**src/rtl/lcd_display_if.sv**
```systemverilog
// Byte-level handshake between an LCD command/character sequencer (master)
// and the HD44780 4-bit bus driver (slave).
interface lcd_display_if;
  logic [7:0]  if_data;
  logic        if_rs;
  logic [31:0] if_delay;
  logic        if_write;
  logic        if_ready;
  logic        if_8bit;

  modport master (
    output if_data, if_rs, if_delay, if_write, if_8bit,
    input  if_ready
  );

  modport slave (
    input  if_data, if_rs, if_delay, if_write, if_8bit,
    output if_ready
  );
endinterface

```
**src/rtl/lcd_display.sv**
```systemverilog
// HD44780 4-bit bus driver: one byte per handshake, nibble strobes with
// setup/pulse/hold/gap timing, then a caller-chosen post-command wait.
module lcd_display #(
  parameter int unsigned T_SETUP = 2,
  parameter int unsigned T_PULSE = 12,
  parameter int unsigned T_HOLD  = 1,
  parameter int unsigned T_GAP   = 50
) (
  input  logic         clk,
  input  logic         rst,
  lcd_display_if.slave bus,
  output logic         lcd_e,
  output logic         lcd_rw,
  output logic         lcd_rs,
  output logic [3:0]   lcd_d
);

  typedef enum logic [3:0] {
    S_IDLE,
    S_SETUP_H,
    S_PULSE_H,
    S_HOLD_H,
    S_GAP,
    S_SETUP_L,
    S_PULSE_L,
    S_HOLD_L,
    S_WAIT
  } state_t;

  // Each state's counter is loaded with (duration - 1) and runs down to 0.
  localparam logic [31:0] C_SETUP = 32'(T_SETUP - 1);
  localparam logic [31:0] C_PULSE = 32'(T_PULSE - 1);
  localparam logic [31:0] C_HOLD  = 32'(T_HOLD - 1);
  localparam logic [31:0] C_GAP   = 32'(T_GAP - 1);

  state_t      state_q, state_d;
  logic [31:0] cnt_q, cnt_d;
  logic [7:0]  data_q, data_d;
  logic [31:0] delay_q, delay_d;
  logic        b8_q, b8_d;
  logic        lcd_e_q, lcd_e_d;
  logic        lcd_rs_q, lcd_rs_d;
  logic [3:0]  lcd_d_q, lcd_d_d;

  always_ff @(posedge clk or posedge rst) begin
    if (rst) begin
      state_q  <= S_IDLE;
      cnt_q    <= '0;
      data_q   <= '0;
      delay_q  <= '0;
      b8_q     <= 1'b0;
      lcd_e_q  <= 1'b0;
      lcd_rs_q <= 1'b0;
      lcd_d_q  <= '0;
    end else begin
      state_q  <= state_d;
      cnt_q    <= cnt_d;
      data_q   <= data_d;
      delay_q  <= delay_d;
      b8_q     <= b8_d;
      lcd_e_q  <= lcd_e_d;
      lcd_rs_q <= lcd_rs_d;
      lcd_d_q  <= lcd_d_d;
    end
  end

  always_comb begin
    state_d  = state_q;
    cnt_d    = cnt_q;
    data_d   = data_q;
    delay_d  = delay_q;
    b8_d     = b8_q;
    lcd_rs_d = lcd_rs_q;
    lcd_d_d  = lcd_d_q;

    if (state_q == S_IDLE) begin
      if (bus.if_write) begin
        data_d   = bus.if_data;
        delay_d  = bus.if_delay;
        b8_d     = bus.if_8bit;
        lcd_rs_d = bus.if_rs;
        lcd_d_d  = bus.if_data[7:4];
        state_d  = S_SETUP_H;
        cnt_d    = C_SETUP;
      end
    end else if (cnt_q != '0) begin
      cnt_d = cnt_q - 32'd1;
    end else begin
      case (state_q)
        S_SETUP_H: begin
          state_d = S_PULSE_H;
          cnt_d   = C_PULSE;
        end
        S_PULSE_H: begin
          state_d = S_HOLD_H;
          cnt_d   = C_HOLD;
        end
        S_HOLD_H: begin
          if (b8_q) begin
            state_d = S_GAP;
            cnt_d   = C_GAP;
          end else if (delay_q == '0) begin
            state_d = S_IDLE;
          end else begin
            state_d = S_WAIT;
            cnt_d   = delay_q - 32'd1;
          end
        end
        S_GAP: begin
          state_d = S_SETUP_L;
          cnt_d   = C_SETUP;
          lcd_d_d = data_q[3:0];
        end
        S_SETUP_L: begin
          state_d = S_PULSE_L;
          cnt_d   = C_PULSE;
        end
        S_PULSE_L: begin
          state_d = S_HOLD_L;
          cnt_d   = C_HOLD;
        end
        S_HOLD_L: begin
          if (delay_q == '0) begin
            state_d = S_IDLE;
          end else begin
            state_d = S_WAIT;
            cnt_d   = delay_q - 32'd1;
          end
        end
        default: state_d = S_IDLE;
      endcase
    end

    // E is registered so the strobe is glitch-free and only high in pulse states.
    lcd_e_d = (state_d == S_PULSE_H) || (state_d == S_PULSE_L);
  end

  assign bus.if_ready = (state_q == S_IDLE);
  assign lcd_e        = lcd_e_q;
  assign lcd_rw       = 1'b0;
  assign lcd_rs       = lcd_rs_q;
  assign lcd_d        = lcd_d_q;

endmodule

```
**src/flat_wrapper.sv**
```systemverilog
// flat-port wrapper written by rule: the top's interface ports become plain ports
module lcd_display_flat 
#(
  parameter int unsigned T_SETUP = 2,
  parameter int unsigned T_PULSE = 12,
  parameter int unsigned T_HOLD  = 1,
  parameter int unsigned T_GAP   = 50
)
  (clk, rst, lcd_e, lcd_rw, lcd_rs, lcd_d, bus_if_data, bus_if_rs, bus_if_delay, bus_if_write, bus_if_8bit, bus_if_ready);
  lcd_display_if bus_i ();
  input  logic clk;
  input  logic rst;
  output logic lcd_e;
  output logic lcd_rw;
  output logic lcd_rs;
  output logic [3:0] lcd_d;
  input wire logic [$bits(bus_i.if_data)-1:0] bus_if_data;
  input wire logic [$bits(bus_i.if_rs)-1:0] bus_if_rs;
  input wire logic [$bits(bus_i.if_delay)-1:0] bus_if_delay;
  input wire logic [$bits(bus_i.if_write)-1:0] bus_if_write;
  input wire logic [$bits(bus_i.if_8bit)-1:0] bus_if_8bit;
  output wire logic [$bits(bus_i.if_ready)-1:0] bus_if_ready;
  assign bus_i.if_data = bus_if_data;
  assign bus_i.if_rs = bus_if_rs;
  assign bus_i.if_delay = bus_if_delay;
  assign bus_i.if_write = bus_if_write;
  assign bus_i.if_8bit = bus_if_8bit;
  assign bus_if_ready = bus_i.if_ready;
  lcd_display #(.T_SETUP(T_SETUP), .T_PULSE(T_PULSE), .T_HOLD(T_HOLD), .T_GAP(T_GAP)) u_core (.clk(clk), .rst(rst), .bus(bus_i), .lcd_e(lcd_e), .lcd_rw(lcd_rw), .lcd_rs(lcd_rs), .lcd_d(lcd_d));
endmodule
```
**config.mk**
```make
export PLATFORM = sky130hd
export DESIGN_NAME = lcd_display_flat
export DESIGN_NICKNAME = d
export VERILOG_FILES = /design/src/rtl/lcd_display_if.sv /design/src/rtl/lcd_display.sv /design/src/flat_wrapper.sv
export SDC_FILE = /design/constraint.sdc
export NUM_CORES = 1
export LEC_CHECK = 0
export CORE_ASPECT_RATIO = 0.5
export CORE_MARGIN = 4
export CORE_UTILIZATION = 35
export CTS_CLUSTER_SIZE = 24
export DETAILED_ROUTE_END_ITERATION = 10
export DONT_BUFFER_PORTS = 1
export HOLD_SLACK_MARGIN = 0.06
export PLACE_DENSITY_LB_ADDON = 0.12
export REMOVE_ABC_BUFFERS = 1
export SLEW_MARGIN = 20
export SYNTH_ARGS = -nofsm -noshare
export SYNTH_HDL_FRONTEND = slang
export SYNTH_SLANG_ARGS = --single-unit
```
**constraint.sdc**
```tcl
create_clock -name clk -period 4 [get_ports clk]
set_input_delay 0.8 -clock clk [delete_from_list [all_inputs] [get_ports clk]]
set_output_delay 0.8 -clock clk [all_outputs]
set_load 0.03 [all_outputs]
```
After elaboration in Yosys (flattened, before gate mapping)
Index checks and enable logic that the tools add are counted.
- add/sub/neg operators: 2
- equal/unequal tests: 11
- multiplexer cells: 16
- reductions and logical operators: 11
- operators by type and width (cell ; count):
    32-bit two-way mux ; 5
    32-bit case mux with 5 select lines ; 1
    32-bit by 1-bit subtractor with 32-bit output (second input constant) ; 2
    4-bit two-way mux ; 9
    32-bit logical NOT ; 1
    32-bit nonzero test ; 1
    4-bit case mux with 7 select lines ; 1
    4-bit by 3-bit equality test with 1-bit output (second input constant) ; 5
    4-bit by 2-bit equality test with 1-bit output (second input constant) ; 3
    7-bit nonzero test ; 1
    4-bit by 1-bit equality test with 1-bit output (second input constant) ; 1
    4-bit logical NOT ; 1
    2-bit inequality test (second input constant) ; 2
    2-bit AND reduction ; 2
    2-bit OR reduction ; 2
    3-bit AND reduction ; 1
    2-bit nonzero test ; 1
    1-bit logical OR ; 1
- register bits: 79
- bits of input ports: 45
- output and inout port bits: 8

Logic depth before layout (Yosys ltp)
Gate-level depths: netlist of the first run.
- depth after elaboration: 8
- depth in mapped cells: 10
- mapped depth without buffers: 8

Least setup slack after synthesis of the first run
Ideal clock, no wire load.
- kind: reg-to-reg
- start: register u_core.delay_q[19]
- end: register u_core.cnt_q[4]
- arrival time: 2.605 ns
- data required time: 3.867 ns
- path slack: 1.261 ns
- stages on the path, launching flop included: 9
- path buffers: 2
- clock period less this slack: 2.739 ns
- cell sequence: dfrtp_1 -> or4_4 -> or3_1 -> buf_6 -> or4_4 -> buf_6 -> or3_1 -> a31oi_1 -> o211ai_1
- word-level cells in the longest chain between the ends: 6
- RTL lines (item ; line ; RTL):
    start: declaration ; lcd_display.sv:39 ; logic [31:0] delay_q, delay_d;
    start signal: assignment ; lcd_display.sv:59 ; delay_q <= delay_d;
    32-bit logical NOT * ; lcd_display.sv:102, lcd_display.sv:123 ;
    32-bit two-way mux * ; -- ;
    32-bit two-way mux ; -- ;
    32-bit case mux with 5 select lines * ; -- ;
    32-bit two-way mux * (2 in series) ; -- ;
    end signal: assignment ; lcd_display.sv:57 ; cnt_q <= cnt_d;
    end: declaration ; lcd_display.sv:37 ; logic [31:0] cnt_q, cnt_d;
Every way passes the cells marked *; elsewhere a longest branch is shown, timed or not.
A chain may end at the register's enable or synchronous reset.

Worst setup path after layout of the first run
- start: register u_core.delay_q[12]
- end: register u_core.cnt_q[19]
- word-level cells in the longest chain between the ends: 6
- elaborated cells on any way between the ends: 7
- those cells by class: 1 x add/sub; 5 x mux; 1 x reduce/logical
- RTL lines (item ; line ; RTL):
    32-bit by 1-bit subtractor with 32-bit output or 32-bit logical NOT (tied branches) ; -- ;
    32-bit two-way mux * ; lcd_display.sv:102, lcd_display.sv:123 ;
    32-bit two-way mux ; lcd_display.sv:99 ; if (b8_q) begin
    32-bit case mux with 5 select lines * ; lcd_display.sv:89 ; case (state_q)
    32-bit two-way mux * ; lcd_display.sv:86 ; end else if (cnt_q != '0) begin
    32-bit two-way mux * ; lcd_display.sv:76 ; if (state_q == S_IDLE) begin
Marks and branches as above.

==> results.json, run 1 <==
{
  "worst_r2r_endpoint": "u_core.cnt_q[19]",
  "drv_slew": 0,
  "wire_per_inst_um": 21.0,
  "crit_required_ns": 4.20,
  "cts_setup_buffers": 0,
  "fmax_mhz": 309,
  "row_count": 30,
  "synth.distinct_cells": 63,
  "met3_usage": 0.0535,
  "power_density_nw_per_um2": 735,
  "layout_min_cycle_time_ns": 3.24,
  "busiest_layer": "met1",
  "numCtsBuffers": 9,
  "gr-usage-met1": 0.302,
  "synth_enable_flop_cells": 0,
  "end_kind": "register",
  "drive_above_1_share": 0.167,
  "grt-ovfl-total": 0,
  "dieHeight_um": 91.9,
  "cts_tree": "yes",
  "ant_nets": 0,
  "fin_skew_ns": 0.00965,
  "dieArea_um2": 16200,
  "hp-class": "primary input to async pin",
  "fin_setup_tns_ns": 0,
  "cts_hold_buf": 0,
  "rrSetupSlack_ns": 0.76,
  "hold_viol_final": 0,
  "cts.reportedPaths.clkPinSlew_ns": 0.07,
  "peakVddDrop_uv": 285,
  "place_congestion": 0.873,
  "first_pass_iters": 6,
  "antenna_found_initial": 0,
  "routed_wl_um": 15200,
  "grt_pass1_vias": 4146,
  "period_share": 0.810,
  "areaGrowthSynthToFinish_pct": 10.6,
  "grt_pass1_wl_um": 24200,
  "arrival_ns": 3.44,
  "netlist_area_um2": 4930,
  "crit_path_start_kind": "register",
  "vias": 4382,
  "cts_buffer_depth": 2,
  "die_w_um": 176,
  "ys_ff_latch": 79,
  "final_util": 0.399,
  "grt.total_usage": 0.193,
  "async_reset_ff_frac": 1.00,
  "status": "finished, final reports clean",
  "grt_setup_unrepaired": "no",
  "io-pin-count": 53,
  "p_leak_nw": 2.15,
  "stdcell_area_um2": 5450,
  "via_per_inst": 6.04,
  "design.core.area_um2": 13700,
  "setup_viol_count_final": 0,
  "grt_start_max_net_pins": 48,
  "instances_no_fill": 726,
  "whs_ns": 0.482,
  "fin_nets": 577,
  "dp_hpwl_um": 11100,
  "crit_fanout": 27,
  "cts_max_level": 3,
  "yosysSeqAreaShare": 0.401,
  "relSlewSlack": 0.366,
  "drt_iter0_markers": 402,
  "path_class": "register to register",
  "initial_core_util": 0.361,
  "ctsResizeCount": 0,
  "ys_warn_count": 0,
  "clk_latency_ns": 0.35,
  "syn_inst": 531,
  "diodes": 0,
  "synth_top_flop_cell": "dfrtp_1",
  "ff2ff_path_depth": 5,
  "clock-root-buffer": "clkbuf_16",
  "maxCapViolCount": 0,
  "worstReg2RegStart": "u_core.delay_q[12]",
  "cts.sinks": 79,
  "grtUsageMet2": 0.253,
  "place_area_um2": 5160,
  "dp.cells": 710,
  "avgSynthCellArea_um2": 9.28,
  "worst_pin_slew_ns": 0.951,
  "portBuffers": 0,
  "drcViolationCount": 0
}
[state kept, by name, summed over array words and instances, names as in the netlist]
name and cells:
u_core.cnt_q 32, u_core.delay_q 32, u_core.data_q 4, u_core.lcd_d 4
u_core.state_q 4, u_core.b8_q 1, u_core.lcd_e 1, u_core.lcd_rs 1
[cell usage in the layout, fill, tap and decap left out, drive strengths merged, types with 3 or more instances in the layout]
cell	instances
ha	3
a31oi	6
and3	3
o31ai	5
dfrtp	79
a221o	3
nand3b	3
nand2	38
o221ai	5
xnor2	15
inv	13
nor4b	3
nor3	38
nor4	24
o211ai	12
o32ai	3
or4	11
nand4	12
clkinvlp	3
a21oi	12
nand2b	5
buf	14
and2	3
or3	16
clkbuf	10
mux2	43
o22ai	3
o31a	3
a21o	5
a211oi	4
xor2	11
nand3	19
o21ai	35
nor2	38
[power breakdown]
group	internal (mW)	switching (mW)
clock	0.447	0.380
combinational	0.647	0.827
sequential	1.17	0.540
[worst max-delay path, stage by stage, from the launching register on]
cell      delay, ns
dfrtp_1        0.45
or4_4          0.59
or4_4          0.53
or4_4          0.74
o21ai_0        0.57
o221ai_1       0.21
[cell usage after synthesis (all sizes together) (15+ instances only)]
master	number	share of area
nor2	38	0.029
xnor2	15	0.027
nor4	24	0.037
mux2	43	0.098
o21ai	35	0.036
nor3	38	0.039
nand2	38	0.029
or3	16	0.020
nand3	19	0.019
dfrtp	79	0.40
clkbuf	20	0.015
[kinds of logic after synthesis]
group           share of synthesized area
simple gates                        0.249
compound gates                      0.162
flops                               0.401
mux                                 0.100
buf+inv                            0.0332
xor+xnor                           0.0462
fa+ha+maj                         0.00762
other cells                      0.000761
[layout make-up]
class                   count  area [µm²]
fillers                  1414        8210
multi-input cells         414        2800
flip-flops and latches     79        1980
well taps                 192         240
clock buffers              10         239
repair buffers             14         105
clock inverters             6        51.3
inverters                  11        42.5
[worst max-delay path by stage]
stage                        from               end  slack, ns
6_report       u_core.delay_q[12]  u_core.cnt_q[19]       0.76
5_1_grt        u_core.delay_q[12]  u_core.cnt_q[19]       0.67
4_1_cts        u_core.delay_q[12]  u_core.cnt_q[19]       0.73
3_5_place_dp   u_core.delay_q[12]  u_core.cnt_q[19]       0.73
3_3_place_gp   u_core.delay_q[12]  u_core.cnt_q[19]       0.71
2_1_floorplan   u_core.state_q[3]       u_core.b8_q       1.03
[through the flow]
stage / worst slack, ns / total power, mW
floorplan: 1.03 / 2.66
global placement: 0.709 / 3.16
detailed placement: 0.727 / 3.16
CTS: 0.734 / 4.00
global route: 0.667 / 4.30
finish: 0.759 / 4.01
[layer usage]
layer	up-vias	part of all wire
met5	-	0.0049
met4	2	0.020
met3	40	0.084
met2	197	0.38
met1	2122	0.51
li1	2021	-
Note: power is estimated with default switching activity, not from simulation.
==> run 2: changes to the inputs <==
==> constraint.sdc (replaced) <==
create_clock -name clk -period 3 [get_ports clk]
set_input_delay 0.6 -clock clk [delete_from_list [all_inputs] [get_ports clk]]
set_output_delay 0.6 -clock clk [all_outputs]
set_load 0.03 [all_outputs]
==> run 2 against run 1 <==
Combinational power grew 52%. Non-clock buffer count grew 41. Register-to-register slack lost 0.64 ns. Cell count grew 5.5%. Routed wire length grew 2.7%. Sequential cell count is the same. Critical path depth grew 1. Clock power grew 57%. Sequential share of layout area shrank 2.3 points. Setup slack lost 0.64 ns. Clock skew is essentially flat. Die area is the same. Critical path type unchanged. Highest routed layer is now met4.
==> results.json, run 2 (synthesis results as in run 1) <==
{
  "fin_setup_tns_ns": 0,
  "dp.cells": 751,
  "io-pin-count": 53,
  "hold_viol_final": 0,
  "grtUsageMet2": 0.257,
  "vias": 4475,
  "fillerInstances": 1391,
  "clk_latency_ns": 0.34,
  "layout_commonest_cell": "dfrtp_1",
  "fin_nets": 618,
  "areaGrowthSynthToFinish_pct": 18.0,
  "top_regs": "u_core.cnt_q (32), u_core.delay_q (32)",
  "dieArea_um2": 16200,
  "portBuffers": 0,
  "first_pass_iters": 5,
  "layout_common_cells": "dfrtp_1 (79), buf_4 (54), mux2_2 (43)",
  "cts.reportedPaths.clkPinSlew_ns": 0.07,
  "worst_r2r_endpoint": "u_core.cnt_q[4]",
  "maxCapViolCount": 0,
  "met3_usage": 0.0585,
  "grt-ovfl-total": 0,
  "antenna_found_initial": 0,
  "path_class": "register to register",
  "crit_required_ns": 3.22,
  "fin_skew_ns": 0.00963,
  "cts.sinks": 79,
  "drv_slew": 0,
  "cts_buffer_depth": 2,
  "setup_slack_ns": 0.121,
  "numCtsBuffers": 9,
  "dp_hpwl_um": 11600,
  "design.core.area_um2": 13700,
  "busiest_layer": "met1",
  "cts_setup_buffers": 0,
  "fmax_mhz": 347,
  "status": "finished, final reports clean",
  "cts_tree": "yes",
  "diodes": 0,
  "grt_pass1_wl_um": 25100,
  "worst_pin_slew_ns": 0.673,
  "drive_above_1_share": 0.223,
  "worstReg2RegStart": "u_core.delay_q[13]",
  "multi_input_area_um2": 2790,
  "place_congestion": 0.899,
  "wire_per_inst_um": 20.4,
  "grt_setup_unrepaired": "no",
  "end_kind": "register",
  "crit_fanout": 21,
  "p_total_mw": 5.75,
  "pre_cts_ws_ns": 0.138,
  "crit_path_start_kind": "register",
  "whs_ns": 0.210,
  "arrival_ns": 3.10,
  "cp-startpoint": "u_core.delay_q[13]",
  "ant_nets": 0,
  "relSlewSlack": 0.551,
  "ctsResizeCount": 0,
  "drcViolationCount": 0,
  "grt.total_usage": 0.199,
  "grt_pass1_vias": 4220,
  "gr-usage-met1": 0.321,
  "via_per_inst": 5.84,
  "drt_iter0_markers": 368,
  "p_leak_nw": 2.38,
  "cts_hold_buf": 0,
  "cts_max_level": 3,
  "setup_viol_count_final": 0,
  "ff2ff_path_depth": 6,
  "dieHeight_um": 91.9,
  "instances_no_fill": 766,
  "clock-root-buffer": "clkbuf_16",
  "grt_start_max_net_pins": 44,
  "rrSetupSlack_ns": 0.12,
  "routed_wl_um": 15600,
  "layout_min_cycle_time_ns": 2.88,
  "setup.worst_path.end": "u_core.cnt_q[4]",
  "seqCellArea_um2": 1980,
  "initial_core_util": 0.361,
  "hp-class": "primary input to async pin",
  "period_share": 0.960,
  "die_w_um": 176,
  "row_count": 30,
  "peakVddDrop_uv": 377,
  "power_density_nw_per_um2": 988
}
-- run 2: per-layer routing --
| layer | vias to the layer above | share of wire |
|---|---|---|
| met4 | 0 | 0.012 |
| met3 | 19 | 0.082 |
| met5 | - | 0 |
| met1 | 2195 | 0.53 |
| met2 | 163 | 0.38 |
| li1 | 2098 | - |
-- run 2: worst min path at each step --
stage	from	endpoint	slack [ns]
2_1_floorplan	u_core.cnt_q[17]	u_core.cnt_q[17]	0.44
3_3_place_gp	u_core.cnt_q[17]	u_core.cnt_q[17]	0.48
3_5_place_dp	u_core.cnt_q[17]	u_core.cnt_q[17]	0.48
4_1_cts	rst	u_core.lcd_rs	0.23
5_1_grt	rst	u_core.delay_q[22]	0.26
6_report	rst	u_core.lcd_rs	0.21
-- run 2: layout make-up --
| cell class | instances | area share |
|---|---|---|
| clock buffer | 9 | 0.0387 |
| sequential | 79 | 0.340 |
| clock inverter | 6 | 0.0200 |
| inverter | 11 | 0.00731 |
| multi-input combinational | 414 | 0.480 |
| tap | 192 | 0.0413 |
| timing repair buffer | 55 | 0.0731 |
-- run 2: power by group --
part / internal [mW] / switching, mW
combinational: 1.02 / 1.21
clock: 0.817 / 0.480
sequential: 1.55 / 0.660
-- run 2: stage by stage --
step / instance area [µm²] / util
2_1_floorplan: 4810 / -
3_3_place_gp: 5480 / 0.401
3_5_place_dp: 5480 / 0.401
4_1_cts: 5820 / 0.426
5_1_grt: 5820 / 0.426
6_report: 5820 / 0.426
-- run 2: critical path, stage by stage (launching register included) --
cell	delay (ns)
dfrtp_1	0.43
or4_4	0.56
or4_4	0.46
or4_4	0.69
or3_1	0.35
a31oi_1	0.16
o211ai_1	0.09
